File: src/rtl/clz_denorm.sv
// clz_denorm: rebuilds an unnormalized word from a normalized mantissa and its
// leading-zero count. The result is a zero-filled shift toward higher bit
// indices (a right shift in value terms), split across two pipeline stages.
//
// Ports
//   clk, rst_n            clock, asynchronous active-low reset
//   in_valid / in_ready   input handshake
//   in_mant [0:WIDTH-1]   normalized word, bit 0 is the MSB
//   in_cnt  [0:CW-1]      leading-zero count, bit 0 is the MSB
//   in_nz                 nonzero flag; 0 forces a zero result
//   out_valid / out_ready output handshake
//   out_data [0:WIDTH-1]  reconstructed word, bit 0 is the MSB
//   out_err               in_nz was set but in_mant[0] was clear
//
// Handshake: a transfer happens on a rising edge where valid and ready are
// both high. Ready never depends on the same-side valid. While out_valid is
// high and out_ready is low, out_data/out_err hold.
module clz_denorm #(
  parameter int WIDTH = 8,
  localparam int CW = $clog2(WIDTH)
) (
  input  logic             clk,
  input  logic             rst_n,
  input  logic             in_valid,
  output logic             in_ready,
  input  logic [0:WIDTH-1] in_mant,
  input  logic [0:CW-1]    in_cnt,
  input  logic             in_nz,
  output logic             out_valid,
  input  logic             out_ready,
  output logic [0:WIDTH-1] out_data,
  output logic             out_err
);

  // Upper count bits (rounded up) are resolved in stage 1, the rest in stage 2.
  localparam int HI_W = (CW + 1) / 2;
  localparam int LO_W = CW - HI_W;

  // Stage registers
  logic             s1_v;
  logic [0:WIDTH-1] s1_data;
  logic [LO_W-1:0]  s1_lo;
  logic             s1_nz;
  logic             s1_err;

  logic             s2_v;
  logic [0:WIDTH-1] s2_data;
  logic             s2_err;

  logic             s1_take;
  logic             s2_take;

  // Count as a plain number; in_cnt bit 0 is already the leftmost/MSB bit.
  logic [CW-1:0]    cnt_val;
  logic [CW-1:0]    hi_shift;
  logic [0:WIDTH-1] s1_word;
  logic             in_err;
  logic [0:WIDTH-1] s2_word;

  assign cnt_val  = in_cnt;
  assign hi_shift = {cnt_val[CW-1 -: HI_W], {LO_W{1'b0}}};

  // With bit 0 as MSB, a value right shift moves in_mant[i] to index i+shift.
  assign s1_word  = in_nz ? (in_mant >> hi_shift) : '0;
  assign in_err   = in_nz & ~in_mant[0];

  assign s2_word  = s1_nz ? (s1_data >> s1_lo) : '0;

  // Advance rules
  assign s2_take  = ~s2_v | out_ready;
  assign s1_take  = ~s1_v | s2_take;
  assign in_ready = s1_take;

  // Stage 1
  always_ff @(posedge clk or negedge rst_n) begin
    if (!rst_n) begin
      s1_v    <= 1'b0;
      s1_data <= '0;
      s1_lo   <= '0;
      s1_nz   <= 1'b0;
      s1_err  <= 1'b0;
    end else if (s1_take) begin
      s1_v <= in_valid;
      if (in_valid) begin
        s1_data <= s1_word;
        s1_lo   <= cnt_val[LO_W-1:0];
        s1_nz   <= in_nz;
        s1_err  <= in_err;
      end
    end
  end

  // Stage 2; outputs come straight from these registers.
  always_ff @(posedge clk or negedge rst_n) begin
    if (!rst_n) begin
      s2_v    <= 1'b0;
      s2_data <= '0;
      s2_err  <= 1'b0;
    end else if (s2_take) begin
      s2_v <= s1_v;
      if (s1_v) begin
        s2_data <= s2_word;
        s2_err  <= s1_err;
      end
    end
  end

  assign out_valid = s2_v;
  assign out_data  = s2_data;
  assign out_err   = s2_err;

endmodule

File: config.mk
export PLATFORM = sky130hd
export DESIGN_NAME = clz_denorm
export DESIGN_NICKNAME = d
export VERILOG_FILES = /design/src/rtl/clz_denorm.sv
export SDC_FILE = /design/constraint.sdc
export NUM_CORES = 1
export LEC_CHECK = 0
export CAP_MARGIN = 40
export CORE_MARGIN = 4
export CORE_UTILIZATION = 65
export CTS_CLUSTER_DIAMETER = 80
export DETAILED_ROUTE_END_ITERATION = 7
export DONT_BUFFER_PORTS = 1
export PLACE_DENSITY = 0.83
export RECOVER_POWER = 50
export SLEW_MARGIN = 0
export SYNTH_ARGS = -nofsm -noshare
export SYNTH_HDL_FRONTEND = slang
export SYNTH_SLANG_ARGS = --single-unit
export TNS_END_PERCENT = 50
File: constraint.sdc
create_clock -name clk -period 2.3 [get_ports clk]
set_input_delay 0.46 -clock clk [delete_from_list [all_inputs] [get_ports clk]]
set_output_delay 0.46 -clock clk [all_outputs]
set_load 0.005 [all_outputs]
Yosys cells after proc, flatten, opt, wreduce, memory -nomap -nowiden
Index checks and enable logic that the tools add are counted.
- flip-flop bits (word level): 22
- input bits: 16
- output and inout bits: 11
- logic and storage cells: 20
- shift-type cells: 2
- muxes and demuxes: 2
- bitwise logic cells: 6
- reduce and logical (&&, ||, !) cells: 2
- operators with widths (cell ; count):
    8-bit 2-to-1 mux ; 2
    8-bit by 1-bit right shift with 8-bit output ; 1
    8-bit by 3-bit right shift with 8-bit output ; 1
    2-bit AND reduction ; 2
    1-bit inverter ; 3
    1-bit bitwise OR ; 2
    1-bit AND ; 1

Longest topological paths before layout
- word-level depth: 4
- gate-level depth with buffers: 5
- mapped depth without buffers: 3

Worst setup path after synthesis
No wires, ideal clock.
- path type: input -> register
- from: in out_ready
- to: reg s2_data, in the netlist out_data[0]
- setup time: 0.125 ns
- arrival: 1.266 ns
- required time: 2.175 ns
- slack: 0.909 ns
- stages on the path: 5
- cell sequence: nand2b_1 buf_6 and2_4 buf_6 mux2_4
- word-level cells in the longest chain between the ends: 2
- ends and longest elaborated chain (item ; line ; text):
    from (decl) ; 30 ; input logic out_ready,
    1-bit bitwise OR ; 70 ; assign s2_take = ~s2_v | out_ready;
    2-bit AND reduction (no source line) ; n/a ;
    to (signal assigned) ; 102 ; s2_data <= s2_word;
    to (decl) ; 47 ; logic [0:WIDTH-1] s2_data;
Every way passes these cells.
A chain may end at the register's enable or synchronous reset.

Final worst setup path
- from: reg s1_v
- to: reg s1_data[2] (netlist name)
- word-level cells in the longest chain between the ends: 3
- ends and longest elaborated chain (item ; line ; text):
    from (decl) ; 40 ; logic s1_v;
    from (signal assigned) ; 83 ; s1_v <= in_valid;
    1-bit inverter ; 71 ; assign s1_take = ~s1_v | s2_take;
    1-bit bitwise OR ; 71 ;
    net in_ready ; 25 ; output logic in_ready,
    2-bit AND reduction (no source line) ; n/a ;
    to (signal assigned) ; 85 ; s1_data <= s1_word;
    to (decl) ; 41 ; logic [0:WIDTH-1] s1_data;
The timed path passes the listed nets, and every way through them passes these cells.

==> impl_results.md <==
- Largest net degree at the start of global routing: 23
- Die X: 49.8 um
- Gr ovfl total: 0
- Post_cts resized: 0
- Post-route setup TNS: 0 ps
- Mapped Cells: 96
- Clock Sinks: 22
- Delay-heaviest family, CP: flip-flops
- Slowest CP cell: dfrtp_1
- Mapped Area: 1130 um^2
- CP bufs+invs: 0
- Leak Pwr: 0.515 nW
- Multi-input gate area: 502 um^2
- Hold Path Depth: 1
- IO Pins: 27
- Worst Tran Pin Value: 1010 ps
- Fmax: 634 MHz
- Hold crit path type: in -> reg
- Final Hold Fails: 0
- Synth unique cells: 25
- Status: completed
- Arrival @ worst endpoint: 1770 ps
- Number of nets in the layout: 112
- Placed Instance Area: 1100 um^2
- Max incr delay on CP: 550 ps
- Worst-path clk slew: 100 ps
- Number of remaining DRC errors: 0
- # hold bufs at CTS: 1
- DR vias: 706
- Yosys reg bits: 22
- Tmin final: 1580 ps
- Beginning of the worst hold path: in_valid
- Maximum VDD drop: 600 uV
- Area Overhead vs Synth: 0.111%
- GRT Util Overall: 0.183
- R2r worst-path depth: 3
- Synthesis warning total: 0
- CP Max Fanout: 11
- RSZ-0062 raised after global routing: false
- IO buf count: 0
- Chip height: 49.8 um
- Critical Path RT: 2490 ps
- Die ar.: 2480 um^2
- Setup Skew: 0.496 ps
- Initial DRC count: 6
- DR vias/cell: 6.42
- Worst setup EP type: flop
- Drt pass-1 iters: 4
- Hold path endpoint: s1_v$_DFFE_PN0P_
- ANT cells: 0
- Max Transition Viols Final: 0
- Final Util: 0.720
- Final setup viols: 0
- Seq/Total Area, Yosys: 0.486
- Initial antenna violation count: 0
- Syn nets: 112
- Relative slew slack: 0.328
- Clk_lat worst skew: 300 ps
- Total CTS buffers: 3
- Post-DP HPWL: 1520 um
- Detailed-route wire length per cell: 18.1 um
- Max capacitance violation total: 0
- Post-CTS setup buffer count: 0
- Crit path from: s1_v$_DFFE_PN0P_
- Share of cells above drive strength 1: 0.245
- RR Startpoint: s1_v$_DFFE_PN0P_
- Crit path cell chain: nand3b_2 > nand2_1 > mux2_2
- Pwr/cell area: 652 nW/um^2
- Number of fill cells: 102
- CTS Buffer Depth: 2
- Syn Area/Cell: 11.8 um^2
- Initial Util: 0.719
- Critical path class: reg -> reg
- CTS tree: done
- Drt total wl: 1990 um
- Reg-to-reg endpoint: s1_data[2]$_DFFE_PN0P_
- Area of the core: 1580 um^2
- Clk Tree Root Cell: clkbuf_4
- Design area: 1130 um^2
- Final ANT Viol Nets: 0
- Htree depth: 1
- Reg2reg setup slack: 720 ps
- First-pass GRT wire length: 3400 um
- FF+latch area: 551 um^2
- Vias in the first global route: 719
- Final period util: 0.685
- Placer Congestion: 0.804
- Hold WS: 276 ps
- CP startpoint kind: flop
- Num rows: 14
==> final cells by class <==
cell class                      count  share of cell area
Clock buffer                        3              0.0198
Inverter                            7              0.0232
Multi-Input combinational cell     60               0.442
Sequential cell                    22               0.485
Tap cell                           16              0.0176
Timing Repair Buffer                2              0.0121
==> flip-flops by register name, indices dropped and copies added (netlist names) <==
| name | cells |
|---|---|
| out_data | 8 |
| out_err | 1 |
| out_valid | 1 |
| s1_data | 8 |
| s1_err | 1 |
| s1_lo | 1 |
| s1_nz | 1 |
| s1_v | 1 |
==> per-layer routing <==
layer | vias up | GRT usage | wire, um
met5 | - | 0 | 0
met4 | 0 | 0.0691 | 41
met3 | 6 | 0.0693 | 107
met2 | 22 | 0.271 | 990
met1 | 341 | 0.241 | 853
li1 | 337 | - | -
==> power breakdown <==
group / switching (mW) / internal (mW) / total [mW]
Clock: 0.102 / 0.0611 / 0.163
Sequential: 0.0408 / 0.424 / 0.465
Combinational: 0.0473 / 0.0650 / 0.112
Total: 0.190 / 0.550 / 0.740
==> kinds of logic after synthesis <==
kind of cell,after synthesis,share of synthesized area
compound gates,14,0.0850
flops,22,0.486
buf+inv,14,0.0717
mux,23,0.228
simple gates,23,0.129
==> synthesized netlist by cell type <==
| master | count | area, um^2 |
|---|---|---|
| buf_2 | 2 | 10.0 |
| nand4_1 | 7 | 43.8 |
| nand2_1 | 2 | 7.51 |
| nor3b_1 | 2 | 15.0 |
| nor2b_1 | 1 | 6.26 |
| a21bo_2 | 1 | 10.0 |
| o21a_1 | 1 | 7.51 |
| inv_1 | 7 | 26.3 |
| o22a_1 | 1 | 8.76 |
| buf_6 | 3 | 33.8 |
| mux2_4 | 2 | 30.0 |
| o21ai_0 | 7 | 35.0 |
| and3b_1 | 1 | 8.76 |
| mux2_2 | 15 | 169 |
| dfrtp_1 | 22 | 551 |
| nand3b_2 | 1 | 11.3 |
| nand2b_1 | 4 | 25.0 |
| nand3_1 | 1 | 5.00 |
| buf_4 | 1 | 7.51 |
| nand3b_1 | 1 | 7.51 |
| o2bb2ai_1 | 4 | 35.0 |
| nor2_1 | 2 | 7.51 |
| buf_1 | 1 | 3.75 |
| and2_4 | 1 | 8.76 |
| mux2i_1 | 6 | 60.1 |
==> how the worst max path moves through the flow <==
stage,slack [ps],to,cells after the start
3_3_place_gp,780,s1_err$_DFFE_PN0P_,3
5_1_grt,550,s1_data[2]$_DFFE_PN0P_,2
2_1_floorplan,910,out_data[0]$_DFFE_PN0P_,5
6_report,720,s1_data[2]$_DFFE_PN0P_,3
4_1_cts,750,s1_data[2]$_DFFE_PN0P_,3
3_5_place_dp,730,s1_data[2]$_DFFE_PN0P_,3
==> placed cells by master, fill, tap and decap left out <==
cell type,count
dfrtp_1,22
mux2_2,15
inv_1,7
nand4_1,7
o21ai_0,7
mux2i_1,6
nand2b_1,4
o2bb2ai_1,4
clkbuf_4,3
nor3b_1,2
nand2_1,2
nor2_1,2
mux2_4,2
nand3b_2,1
and2_4,1
nand3b_1,1
o21a_1,1
nand3_1,1
o22a_1,1
a21bo_2,1
nor2b_1,1
and3b_1,1
dlygate4sd3_1,1
clkbuf_1,1
==> through the flow <==
stage	cells	setup WS, ps	power, mW
2_1_floorplan	96	909	0.568
3_3_place_gp	105	782	0.569
3_5_place_dp	105	734	0.576
4_1_cts	109	745	0.745
5_1_grt	110	547	0.781
6_report	110	723	0.740
No activity file was read; power rests on OpenSTA's default activity.
